`src/rtl/countdown_hms_pkg.sv`:
```
// Shared types and constants for the hh:mm:ss countdown timer.
// Count widths match the up-counting time-of-day counter so both can share the display path.
package countdown_hms_pkg;

    localparam int unsigned HH_W = 5;
    localparam int unsigned MM_W = 6;
    localparam int unsigned SS_W = 6;

    localparam logic [HH_W-1:0] MAX_HH = HH_W'(23);
    localparam logic [MM_W-1:0] MAX_MM = MM_W'(59);
    localparam logic [SS_W-1:0] MAX_SS = SS_W'(59);

    typedef enum logic [1:0] {
        IDLE    = 2'd0,
        RUN     = 2'd1,
        PAUSED  = 2'd2,
        EXPIRED = 2'd3
    } state_e;

    typedef struct packed {
        logic [HH_W-1:0] hh;
        logic [MM_W-1:0] mm;
        logic [SS_W-1:0] ss;
    } hms_t;

    // Clamp an arbitrary preset into a legal time value.
    function automatic hms_t sat_hms(input logic [HH_W-1:0] hh,
                                     input logic [MM_W-1:0] mm,
                                     input logic [SS_W-1:0] ss);
        hms_t r;
        r.hh = (hh > MAX_HH) ? MAX_HH : hh;
        r.mm = (mm > MAX_MM) ? MAX_MM : mm;
        r.ss = (ss > MAX_SS) ? MAX_SS : ss;
        return r;
    endfunction

    // One-second decrement with ss -> mm -> hh borrow; never called on 00:00:00.
    function automatic hms_t dec_hms(input hms_t t);
        hms_t r;
        r = t;
        if (t.ss != '0) begin
            r.ss = t.ss - SS_W'(1);
        end else begin
            r.ss = MAX_SS;
            if (t.mm != '0) begin
                r.mm = t.mm - MM_W'(1);
            end else begin
                r.mm = MAX_MM;
                r.hh = t.hh - HH_W'(1);
            end
        end
        return r;
    endfunction

endpackage

```
`src/rtl/countdown_hms_if.sv`:
```
// Control and count bus of the countdown timer; master drives requests, slave returns counts.
interface countdown_hms_if;
    import countdown_hms_pkg::*;

    logic            load;
    logic [HH_W-1:0] load_hh;
    logic [MM_W-1:0] load_mm;
    logic [SS_W-1:0] load_ss;
    logic            start;
    logic            pause;
    logic [HH_W-1:0] count_hh;
    logic [MM_W-1:0] count_mm;
    logic [SS_W-1:0] count_ss;
    logic            running;
    logic            tick_sec;
    logic            done;

    modport master (
        output load, load_hh, load_mm, load_ss, start, pause,
        input  count_hh, count_mm, count_ss, running, tick_sec, done
    );

    modport slave (
        input  load, load_hh, load_mm, load_ss, start, pause,
        output count_hh, count_mm, count_ss, running, tick_sec, done
    );

endinterface

```
`src/rtl/countdown_hms_prescaler.sv`:
```
// Divides clk down to a one-cycle tick every TICK_DIV enabled cycles; holds its count while disabled.
module countdown_hms_prescaler #(
    parameter int unsigned TICK_DIV = 50000000
) (
    input  logic clk,
    input  logic rst,
    input  logic clr,
    input  logic en,
    output logic tick
);

    localparam int unsigned CNT_W = $clog2(TICK_DIV);
    localparam logic [CNT_W-1:0] LAST = CNT_W'(TICK_DIV - 1);

    logic [CNT_W-1:0] cnt_q;
    logic [CNT_W-1:0] cnt_d;

    always_comb begin
        cnt_d = cnt_q;
        if (clr) begin
            cnt_d = '0;
        end else if (en) begin
            cnt_d = (cnt_q == LAST) ? '0 : cnt_q + CNT_W'(1);
        end
    end

    assign tick = en && (cnt_q == LAST);

    always_ff @(posedge clk) begin
        if (rst) begin
            cnt_q <= '0;
        end else begin
            cnt_q <= cnt_d;
        end
    end

endmodule

```
`src/rtl/countdown_hms.sv`:
```
// Loadable hh:mm:ss countdown timer with pause/resume and a done pulse at 00:00:00.
module countdown_hms
    import countdown_hms_pkg::*;
#(
    parameter int unsigned TICK_DIV = 50000000
) (
    input  logic                  clk,
    input  logic                  rst,
    countdown_hms_if.slave        bus
);

    state_e state_q, state_d;
    hms_t   cnt_q, cnt_d;
    logic   running_q, running_d;
    logic   tick_sec_q, tick_sec_d;
    logic   done_q, done_d;
    logic   tick;

    // Prescaler runs only in RUN, so it freezes across PAUSED and resumes where it stopped.
    countdown_hms_prescaler #(
        .TICK_DIV (TICK_DIV)
    ) u_prescaler (
        .clk  (clk),
        .rst  (rst),
        .clr  (bus.load),
        .en   (state_q == RUN),
        .tick (tick)
    );

    always_comb begin
        state_d    = state_q;
        cnt_d      = cnt_q;
        tick_sec_d = 1'b0;
        done_d     = 1'b0;

        if (bus.load) begin
            cnt_d   = sat_hms(bus.load_hh, bus.load_mm, bus.load_ss);
            state_d = IDLE;
        end else begin
            unique case (state_q)
                IDLE: begin
                    if (!bus.pause && bus.start && (cnt_q != '0)) state_d = RUN;
                end
                RUN: begin
                    if (bus.pause) begin
                        state_d = PAUSED;
                    end else if (tick) begin
                        cnt_d      = dec_hms(cnt_q);
                        tick_sec_d = 1'b1;
                        if (cnt_d == '0) begin
                            state_d = EXPIRED;
                            done_d  = 1'b1;
                        end
                    end
                end
                PAUSED: begin
                    if (!bus.pause && bus.start) state_d = RUN;
                end
                EXPIRED: begin
                    state_d = EXPIRED;
                end
                default: state_d = IDLE;
            endcase
        end

        running_d = (state_d == RUN);
    end

    always_ff @(posedge clk) begin
        if (rst) begin
            state_q    <= IDLE;
            cnt_q      <= '0;
            running_q  <= 1'b0;
            tick_sec_q <= 1'b0;
            done_q     <= 1'b0;
        end else begin
            state_q    <= state_d;
            cnt_q      <= cnt_d;
            running_q  <= running_d;
            tick_sec_q <= tick_sec_d;
            done_q     <= done_d;
        end
    end

    assign bus.count_hh = cnt_q.hh;
    assign bus.count_mm = cnt_q.mm;
    assign bus.count_ss = cnt_q.ss;
    assign bus.running  = running_q;
    assign bus.tick_sec = tick_sec_q;
    assign bus.done     = done_q;

endmodule

```
`src/flat_wrapper.sv`:
```
// flat-port wrapper written by rule: the top's interface ports become plain ports
module countdown_hms_flat import countdown_hms_pkg::*;
#(
    parameter int unsigned TICK_DIV = 50000000
)
  (clk, rst, bus_load, bus_load_hh, bus_load_mm, bus_load_ss, bus_start, bus_pause, bus_count_hh, bus_count_mm, bus_count_ss, bus_running, bus_tick_sec, bus_done);
  countdown_hms_if bus_i ();
  input  logic clk;
  input  logic rst;
  input wire logic [$bits(bus_i.load)-1:0] bus_load;
  input wire logic [$bits(bus_i.load_hh)-1:0] bus_load_hh;
  input wire logic [$bits(bus_i.load_mm)-1:0] bus_load_mm;
  input wire logic [$bits(bus_i.load_ss)-1:0] bus_load_ss;
  input wire logic [$bits(bus_i.start)-1:0] bus_start;
  input wire logic [$bits(bus_i.pause)-1:0] bus_pause;
  output wire logic [$bits(bus_i.count_hh)-1:0] bus_count_hh;
  output wire logic [$bits(bus_i.count_mm)-1:0] bus_count_mm;
  output wire logic [$bits(bus_i.count_ss)-1:0] bus_count_ss;
  output wire logic [$bits(bus_i.running)-1:0] bus_running;
  output wire logic [$bits(bus_i.tick_sec)-1:0] bus_tick_sec;
  output wire logic [$bits(bus_i.done)-1:0] bus_done;
  assign bus_i.load = bus_load;
  assign bus_i.load_hh = bus_load_hh;
  assign bus_i.load_mm = bus_load_mm;
  assign bus_i.load_ss = bus_load_ss;
  assign bus_i.start = bus_start;
  assign bus_i.pause = bus_pause;
  assign bus_count_hh = bus_i.count_hh;
  assign bus_count_mm = bus_i.count_mm;
  assign bus_count_ss = bus_i.count_ss;
  assign bus_running = bus_i.running;
  assign bus_tick_sec = bus_i.tick_sec;
  assign bus_done = bus_i.done;
  countdown_hms #(.TICK_DIV(TICK_DIV)) u_core (.clk(clk), .rst(rst), .bus(bus_i));
endmodule
```
`config.mk`:
```
export PLATFORM = sky130hd
export DESIGN_NAME = countdown_hms_flat
export DESIGN_NICKNAME = d
export VERILOG_FILES = /design/src/rtl/countdown_hms_pkg.sv /design/src/rtl/countdown_hms_if.sv /design/src/rtl/countdown_hms_prescaler.sv /design/src/rtl/countdown_hms.sv /design/src/flat_wrapper.sv
export SDC_FILE = /design/constraint.sdc
export NUM_CORES = 1
export LEC_CHECK = 0
export ABC_CLOCK_PERIOD_IN_PS = 3600
export CAP_MARGIN = 30
export CORE_ASPECT_RATIO = 0.5
export CORE_UTILIZATION = 25
export CTS_CLUSTER_SIZE = 20
export DETAILED_ROUTE_END_ITERATION = 6
export PLACE_DENSITY = 0.51
export SETUP_SLACK_MARGIN = 0.1
export SKIP_CTS_REPAIR_TIMING = 1
export SYNTH_ARGS = -nofsm -noshare
export SYNTH_HDL_FRONTEND = slang
export SYNTH_HIERARCHICAL = 1
export SYNTH_SLANG_ARGS = --single-unit
```
`constraint.sdc`:
```
create_clock -name clk -period 3.6 [get_ports clk]
set_clock_uncertainty 0.2 [all_clocks]
set_input_delay 0.72 -clock clk [delete_from_list [all_inputs] [get_ports clk]]
set_output_delay 0.72 -clock clk [all_outputs]
set_load 0.02 [all_outputs]
```
==> results.toml, run 1 <==
[logic_synthesis]
synth_area_per_cell_um2 = 8.09
ys_types = 62
synthesis.nets = 369
syn_inst = 340
synth_edf_count = 0
synthArstFlopShare_pct = 0
synth-seq-cells = 48
synth_top_cell_by_area = "dfxtp_1"
yosys.area.top_type_share_pct = 34.9
syn-cell-area_um2 = 2750
ys_seq_area_share_pct = 34.9
yosysWarnings = 6
synthTopCellsByArea = "dfxtp_1 (35%), nor2_1 (4.6%), a21oi_1 (4.5%), nand2_1 (4.0%), nand4_1 (3.4%)"
ys.flop_type = "dfxtp_1"

[die]
ios = 42
rows = 26
die_x_um = 150
fp.dieArea_um2 = 11500
die_y_um = 76.2
start_util_pct = 26.3
core_um2 = 10400

[pwr]
total_power_w = 0.00120
p_leak_nw = 1.13
vdd_drop_max_uv = 113
power-per-cell-area_nw_per_um2 = 351

[sta]
grt_setup_unrepaired = "no"
min_period_ns = 3.20
worst_slack_ns = 0.402
worst_hold_slack_ns = 0.279
tns_ns = 0
fmax_ghz = 0.313
setup_violations = 0
drv_slew = 0
hold_viol_final = 0
tightest_slew_ns = 0.597
period_share_pct = 88.8
slew_headroom_pct = 60.1

[route]
wirelength_um = 7700
route.detailed.drc = 0
final_antenna_net_count = 0
vias = 2627
wl_per_cell_um = 14.9
vias_per_cell = 5.08
wl_met2_um = 3480
highest_layer = "met4"
dr.pass1.iters = 4
drt-initial-drc-count = 151
met3_length_um = 337
met1_length_um = 3810

[global_route]
track_usage_pct = 13.9
grt_pass1_vias = 2475
grt_max_degree = 25
grt_pass1_wl_um = 12600
antenna_found_initial = 0
overflow = 0

[setup_path]
worst-endpoint-required_ns = 3.58
crit_arrival_ns = 3.18
max_stage_delay_ns = 0.53
worstPathCellList = "ha_1 -> and3_1 -> nand4_1 -> nor3_1 -> nor4bb_1 -> and4_1 -> nand3_1 -> xnor2_1 -> o211a_1"
worstPathMaxFanout = 9
crit_slowest_cell = "nor4bb_1"
cp-start-kind = "register"
path_class = "register to register"
endpoint_kind = "register"

[clock_network]
cts.sinks = 48
cts.clk_slew.worst_paths_ns = 0.06
cts_buffer_depth = 2
cts_tree = "done"
cts-root-buf = "clkbuf_16"
cts_buffers = 5
h-tree-depth = 2
clkLatencyLatePin_ns = 0.29

[placement]
io_buffers = 41
place_area_um2 = 3290
gp_routability_congestion = 0.813
place_hpwl_um = 5680
dp_slack_ns = 0.416

[cells_and_area]
fill_cells = 1131
drive_gt1_share_pct = 7.16
antenna_cells = 0
postLayoutCellArea_um2 = 3420
fin_nets = 406
area_growth_pct = 24.4

[status]
outcome = "complete, no violations"

[hold_path]
min_path_type = "register to register"

[flow_run]
drv_cap = 0
-- area by class of cell --
type	count	area, um2	area share [%]
Clock buffer	6	129	3.76
Clock inverter	1	5.00	0.146
Timing Repair Buffer	48	463	13.5
Tap cell	140	175	5.12
Sequential cell	48	961	28.1
Multi-Input combinational cell	258	1630	47.6
Inverter	16	60.1	1.75
-- stage by stage --
stage,instances,util [%]
2_1_floorplan,340,-
3_3_place_gp,510,31.5
3_5_place_dp,510,31.5
4_1_cts,517,32.8
5_1_grt,517,32.8
6_report,517,32.8
-- layer usage --
layer,vias up,track usage (%)
met2,54,22.4
li1,1333,-
met4,0,3.33
met5,-,0
met1,1233,18.6
met3,7,3.17
-- worst max-delay path: cells and delay by family (launching register included) --
| family | cells | cell delay (ns) |
|---|---|---|
| and+or+nand+nor | 6 | 1.87 |
| DFF | 1 | 0.43 |
| adders and majority gates | 1 | 0.24 |
| AOI/OAI and AO/OA | 1 | 0.21 |
| xor gates and xnor gates | 1 | 0.16 |
-- layout by cell type (no fill, tap or decap), drive strengths merged, types with 3 or more instances in the layout --
| cell | n |
|---|---|
| nand4 | 16 |
| clkbuf | 6 |
| nor4 | 11 |
| a211oi | 3 |
| ha | 7 |
| nand2 | 29 |
| a31oi | 4 |
| buf | 7 |
| a21oi | 25 |
| and4 | 5 |
| xor2 | 10 |
| and2 | 3 |
| dfxtp | 48 |
| inv | 15 |
| or3 | 8 |
| nand3 | 15 |
| and3 | 3 |
| o21ai | 16 |
| or4b | 3 |
| nor2 | 34 |
| o31ai | 9 |
| nor3 | 9 |
| or4 | 10 |
| clkdlybuf4s50 | 41 |
| xnor2 | 8 |
-- logic make-up (layout without fill, tap and decap cells) --
kind of cell,count (synthesis),after routing,synth area share (%)
AOI/OAI and AO/OA,76,76,18.1
adders and majority gates,7,7,3.18
muxes,1,1,0.364
xor gates and xnor gates,18,18,5.73
and+or+nand+nor,156,156,31.9
DFF,48,48,34.9
buffers and inverters,34,71,5.82
-- final timing paths --
path / from / end / slack, ns / cells after the start
hold / removal: u_core/u_prescaler/cnt_q[22]$_SDFFE_PP0P_ / u_core/u_prescaler/cnt_q[22]$_SDFFE_PP0P_ / 0.28 / 2
setup / recovery: u_core/u_prescaler/cnt_q[0]$_SDFFE_PP0P_ / u_core/bus.count_hh[3]$_SDFFE_PP0P_ / 0.40 / 9
setup reg to reg: u_core/u_prescaler/cnt_q[0]$_SDFFE_PP0P_ / u_core/bus.count_hh[3]$_SDFFE_PP0P_ / 0.40 / 9
hold reg to reg: u_core/u_prescaler/cnt_q[22]$_SDFFE_PP0P_ / u_core/u_prescaler/cnt_q[22]$_SDFFE_PP0P_ / 0.28 / 2
-- power by group --
group / internal [W] / switching [W] / total [W]
clock network: 0.000253 / 0.000199 / 0.000452
registers: 0.000545 / 0.0000233 / 0.000568
logic: 0.0000865 / 0.0000957 / 0.000182
-- Yosys cell counts (all sizes together) (4+ instances only) --
cell type / count
o21ai: 16
ha: 7
or3: 8
nand3: 15
xnor2: 8
buf: 10
and4: 5
nor3: 9
clkbuf: 8
nand2: 29
or4: 10
nand4: 16
xor2: 10
inv: 15
a31oi: 4
dfxtp: 48
nor2: 34
o31ai: 9
a21oi: 25
nor4: 11
-- registers in the layout (all words and copies together), names as in the netlist --
name                      flops
u_core/bus.count_hh           5
u_core/bus.tick_sec           1
u_core/bus.count_ss           6
u_core/state_q                2
u_core/bus.done               1
u_core/bus.running            1
u_core/u_prescaler/cnt_q     26
u_core/bus.count_mm           6
Power figures use the tool's default switching activity.
==> run 2: changes to the inputs <==
--- a/config.mk
+++ b/config.mk
@@ -5,13 +5,13 @@
 export SDC_FILE = /design/constraint.sdc
 export NUM_CORES = 1
 export LEC_CHECK = 0
-export ABC_CLOCK_PERIOD_IN_PS = 3600
+export ABC_CLOCK_PERIOD_IN_PS = 4000
 export CAP_MARGIN = 30
 export CORE_ASPECT_RATIO = 0.5
 export CORE_UTILIZATION = 25
 export CTS_CLUSTER_SIZE = 20
 export DETAILED_ROUTE_END_ITERATION = 6
-export PLACE_DENSITY = 0.51
+export PLACE_DENSITY = 0.39
 export SETUP_SLACK_MARGIN = 0.1
 export SKIP_CTS_REPAIR_TIMING = 1
 export SYNTH_ARGS = -nofsm -noshare
==> constraint.sdc (replaced) <==
create_clock -name clk -period 4 [get_ports clk]
set_clock_uncertainty 0.2 [all_clocks]
set_input_delay 0.8 -clock clk [delete_from_list [all_inputs] [get_ports clk]]
set_output_delay 0.8 -clock clk [all_outputs]
set_load 0.02 [all_outputs]
==> results.toml, run 2 (synthesized netlist as in run 1, its figures left out) <==
[clock_network]
clkLatencyLatePin_ns = 0.29
cts_buffer_depth = 2
cts.clk_slew.worst_paths_ns = 0.07
cts.sinks = 48
cts-root-buf = "clkbuf_16"
cts_tree = "done"
h-tree-depth = 2
cts_buffers = 5

[sta]
period_share_pct = 88.9
worst_hold_slack_ns = 0.311
min_period_ns = 3.56
setup_violations = 0
tns_ns = 0
hold_viol_final = 0
drv_slew = 0
slew_headroom_pct = 44.8
grt_setup_unrepaired = "no"
tightest_slew_ns = 0.823
fmax_ghz = 0.281

[global_route]
grt_use_met2_pct = 24.6
antenna_found_initial = 0
grt_pass1_wl_um = 13600
top_usage_layer = "met2"
use_met1_pct = 20.1
grt_max_degree = 22
grt_pass1_vias = 2687
use_met3_pct = 3.53
overflow = 0
track_usage_pct = 15.1

[setup_path]
crit_arrival_ns = 3.57
path_class = "register to register"
max_stage_delay_ns = 0.50
crit_family = "simple AND/OR/NAND/NOR gates"
worst-endpoint-required_ns = 4.01
worstRegToRegCells = 10
cp-start-kind = "register"
cp_num_buf_inv = 1
endpoint_kind = "register"
reg2reg_from = "u_core/state_q[0]$_SDFF_PP0_"
r2r_setup_slack_ns = 0.44
worstPathCellList = "nor2b_1 -> and4_2 -> nand4_1 -> nor3_1 -> nor4bb_1 -> buf_4 -> and4_1 -> nand3_1 -> xor2_1 -> a211oi_1"
r2r-end = "u_core/bus.count_hh[2]$_SDFFE_PP0P_"
worstPathMaxFanout = 9
crit_slowest_cell = "nor2b_1"

[placement]
place_hpwl_um = 5990
gp_routability_congestion = 0.823
io_buffers = 41

[cells_and_area]
antenna_cells = 0
drive_gt1_share_pct = 6.93
final_cell_mix = "dfxtp_1 (48), clkdlybuf4s50_1 (41), nor2_1 (34)"
postLayoutCoreUtil_pct = 32.9
regArea_um2 = 961
largest_register = "u_core/u_prescaler/cnt_q"
final_common_cell = "dfxtp_1"
largest_reg_flops = 26
multi_input_comb_area_um2 = 1630
fin_nets = 403
area_growth_pct = 25.0
fill_cells = 1106

[pwr]
p_int_w = 0.000865
power-per-cell-area_nw_per_um2 = 342
p_leak_nw = 1.12
p_seq_share_pct = 43.4
total_power_w = 0.00118
switching_share_pct = 26.5
p_clk_share_pct = 42.6
combPwrFrac_pct = 14.0
p_switching_w = 0.000311
vdd_drop_max_uv = 144

[hold_path]
holdPathEnd = "u_core/u_prescaler/cnt_q[22]$_SDFFE_PP0P_"
whs_path_depth = 2
min_from = "u_core/u_prescaler/cnt_q[22]$_SDFFE_PP0P_"
min_path_type = "register to register"

[die]
die_y_um = 76.2
fp.dieArea_um2 = 11500
start_util_pct = 26.3
core_um2 = 10400
die_x_um = 150
rows = 26
ios = 42

[route]
drt-initial-drc-count = 154
wirelength_um = 8010
route.detailed.drc = 0
vias = 2647
dr.pass1.iters = 4
vias_per_cell = 5.14
wl_per_cell_um = 15.5
final_antenna_net_count = 0

[flow_run]
drv_cap = 0

[status]
outcome = "complete, no violations"
-- run 2: changes by cell type in the layout (fill, tap and decap cells not counted), sizes merged --
cell	previous run	this run
inv	15	16
clkinvlp	0	1
buf	7	4
clkbuf	6	5
bufinv	0	1
clkinv	2	1
-- run 2: per-layer routing --
metal / vias up / share of wire [%]
li1: 1324 / -
met1: 1255 / 49
met2: 64 / 46
met4: 0 / 0.59
met5: - / 0
met3: 4 / 5.0
-- run 2: worst max-delay path by stage --
stage,to,cells past startpoint,slack [ns],startpoint
5_1_grt,u_core/bus.count_hh[2]$_SDFFE_PP0P_,10,0.11,u_core/state_q[0]$_SDFF_PP0_
2_1_floorplan,u_core/bus.count_hh[3]$_SDFFE_PP0P_,13,1.09,u_core/state_q[0]$_SDFF_PP0_
3_3_place_gp,u_core/bus.count_hh[3]$_SDFFE_PP0P_,10,0.62,u_core/state_q[0]$_SDFF_PP0_
4_1_cts,u_core/bus.count_hh[2]$_SDFFE_PP0P_,10,0.46,u_core/state_q[0]$_SDFF_PP0_
6_report,u_core/bus.count_hh[2]$_SDFFE_PP0P_,10,0.44,u_core/state_q[0]$_SDFF_PP0_
3_5_place_dp,u_core/bus.count_hh[3]$_SDFFE_PP0P_,10,0.48,u_core/state_q[0]$_SDFF_PP0_
-- run 2: worst register-to-register path, delay by kind of cell (launching register included) --
kind / cells / cell delay, ns
compound gates: 1 / 0.22
simple gates: 7 / 2.29
flops: 1 / 0.38
buf+inv: 1 / 0.22
xor+xnor: 1 / 0.17
-- run 2: cell type report --
type / count / share of cell area, %
Clock buffer: 5 / 3.64
Clock inverter: 3 / 1.35
Inverter: 16 / 1.75
Multi-Input combinational cell: 258 / 47.4
Sequential cell: 48 / 27.9
Tap cell: 140 / 5.09
Timing Repair Buffer: 45 / 12.8
-- run 2: power groups by stage --
stage               combinational [W]  clock, W  sequential, W
floorplan                   0.0000838         0       0.000529
global placement             0.000164         0       0.000522
detailed placement           0.000164         0       0.000522
CTS                          0.000165  0.000518       0.000511
global route                 0.000183  0.000539       0.000514
finish                       0.000164  0.000501       0.000510
-- run 2: through the flow --
stage / setup slack [ns] / std cells / cell area [um2]
6_report: 0.443 / 515 / 3440
5_1_grt: 0.112 / 515 / 3440
4_1_cts: 0.458 / 515 / 3440
3_5_place_dp: 0.479 / 507 / 3270
3_3_place_gp: 0.617 / 507 / 3270
2_1_floorplan: 1.09 / 340 / 2750
==> run 3: changes to the inputs <==
--- a/config.mk
+++ b/config.mk
@@ -7,11 +7,13 @@
 export LEC_CHECK = 0
 export ABC_CLOCK_PERIOD_IN_PS = 4000
 export CAP_MARGIN = 30
+export CELL_PAD_IN_SITES_DETAIL_PLACEMENT = 1
+export CELL_PAD_IN_SITES_GLOBAL_PLACEMENT = 2
 export CORE_ASPECT_RATIO = 0.5
 export CORE_UTILIZATION = 25
 export CTS_CLUSTER_SIZE = 20
 export DETAILED_ROUTE_END_ITERATION = 6
-export PLACE_DENSITY = 0.39
+export PLACE_DENSITY = 0.61
 export SETUP_SLACK_MARGIN = 0.1
 export SKIP_CTS_REPAIR_TIMING = 1
 export SYNTH_ARGS = -nofsm -noshare
==> results.toml, run 3 (synthesized netlist as in run 1, its figures left out) <==
[hold_path]
whs_path_depth = 2
min_path_type = "register to register"
holdPathEnd = "u_core/u_prescaler/cnt_q[22]$_SDFFE_PP0P_"
min_from = "u_core/u_prescaler/cnt_q[22]$_SDFFE_PP0P_"

[die]
ios = 42
fp.dieArea_um2 = 11500
core_um2 = 10400
rows = 26
die_x_um = 150
die_y_um = 76.2
start_util_pct = 26.3

[sta]
slew_headroom_pct = 49.4
setup_violations = 0
period_share_pct = 82.9
worst_slack_ns = 0.684
fmax_ghz = 0.302
grt_setup_unrepaired = "no"
worst_hold_slack_ns = 0.303
tightest_slew_ns = 0.754
drv_slew = 0
hold_viol_final = 0
tns_ns = 0
min_period_ns = 3.32

[placement]
io_buffers = 41
place_hpwl_um = 6620
place_area_um2 = 3270
gp_routability_congestion = 0.854
dp_slack_ns = 0.735

[pwr]
p_leak_nw = 1.13
power-per-cell-area_nw_per_um2 = 340
vdd_drop_max_uv = 190

[setup_path]
cp_common_cell = "buf_4"
worstPathMaxFanout = 9
crit_start = "u_core/state_q[0]$_SDFF_PP0_"
worstPathCellList = "nor2b_1 -> buf_4 -> and4_2 -> nand4_1 -> nor3_1 -> nor4bb_1 -> buf_4 -> and4_1 -> nand3_1 -> xor2_1 -> a211oi_1"
path_class = "register to register"
worstRegToRegCells = 11
crit_family = "simple AND/OR/NAND/NOR gates"
r2r_setup_slack_ns = 0.68
r2r-end = "u_core/bus.count_hh[2]$_SDFFE_PP0P_"
endpoint_kind = "register"
crit_slowest_cell = "and4_1"
cp-start-kind = "register"
reg2reg_from = "u_core/state_q[0]$_SDFF_PP0_"
worst-endpoint-required_ns = 4.00
cp_num_buf_inv = 2
max_stage_delay_ns = 0.41
crit_arrival_ns = 3.32

[global_route]
overflow = 0
track_usage_pct = 15.8
grt_pass1_wl_um = 14100
grt_max_degree = 22
grt_pass1_vias = 2705
antenna_found_initial = 0

[route]
route.detailed.drc = 0
dr.pass1.iters = 4
drt-initial-drc-count = 97
wirelength_um = 8600
wl_per_cell_um = 16.7
final_antenna_net_count = 0
vias_per_cell = 5.12
vias = 2640

[cells_and_area]
fin_nets = 404
postLayoutCellArea_um2 = 3440
largest_reg_flops = 26
final_common_cell = "dfxtp_1"
postLayoutCoreUtil_pct = 32.9
drive_gt1_share_pct = 6.91
largest_register = "u_core/u_prescaler/cnt_q"
antenna_cells = 0
area_growth_pct = 25.0
final_cell_mix = "dfxtp_1 (48), clkdlybuf4s50_1 (41), nor2_1 (34)"

[clock_network]
cts_tree = "done"
cts_buffer_depth = 2
clkLatencyLatePin_ns = 0.29
h-tree-depth = 2
cts_buffers = 5
cts-root-buf = "clkbuf_16"
cts.clk_slew.worst_paths_ns = 0.07
cts.sinks = 48

[flow_run]
drv_cap = 0

[status]
outcome = "complete, no violations"
==> run 3: cell types whose count changed in the layout (fill, tap and decap cells not counted) <==
| cell | change |
|---|---|
| inv_6 | -1 |
| clkinvlp_4 | -1 |
| clkbuf_1 | +1 |
| clkinv_2 | +1 |
| buf_4 | +1 |
==> run 3: per-stage QoR <==
stage / power [W] / instances
after floorplan: 0.000613 / 340
after global placement: 0.000688 / 508
after detailed placement: 0.000690 / 508
after CTS: 0.00119 / 516
after global routing: 0.00123 / 516
final: 0.00117 / 516
==> run 3: worst register-to-register path, delay by kind of cell (launching register included) <==
family | cells | cell delay [ns]
and+or+nand+nor | 7 | 1.85
AOI/OAI and AO/OA | 1 | 0.24
DFF | 1 | 0.38
xor gates and xnor gates | 1 | 0.18
buffers and inverters | 2 | 0.39
==> run 3: worst max path at each step <==
| stage | end | slack [ns] | cells past startpoint |
|---|---|---|---|
| floorplan | u_core/bus.count_hh[3]$_SDFFE_PP0P_ | 1.09 | 13 |
| global placement | u_core/bus.count_hh[3]$_SDFFE_PP0P_ | 0.86 | 11 |
| detailed placement | u_core/bus.count_hh[2]$_SDFFE_PP0P_ | 0.74 | 11 |
| CTS | u_core/bus.count_hh[2]$_SDFFE_PP0P_ | 0.68 | 11 |
| global route | u_core/bus.count_hh[2]$_SDFFE_PP0P_ | 0.37 | 10 |
| finish | u_core/bus.count_hh[2]$_SDFFE_PP0P_ | 0.68 | 11 |
==> run 3: report_power, final <==
part           total [W]  switching, W  leakage [nW]  internal [W]
combinational   0.000166     0.0000888         0.658     0.0000774
sequential      0.000511     0.0000208         0.391      0.000490
clock           0.000490      0.000196        0.0808      0.000295
==> run 3: layer usage <==
metal	wire (um)	track usage (%)	part of all wire, %
met5	0	0	0
met3	260	3.53	3.0
met2	3990	26.2	46
met4	47	2.93	0.55
met1	4300	20.8	50
==> run 3: final cells by class <==
type	count	area, um2
clock inverters	2	35.0
well taps	140	175
clock buffers	6	129
repair buffers	46	448
inverters	16	60.1
fillers	1262	7000
flip-flops and latches	48	961
multi-input cells	258	1630
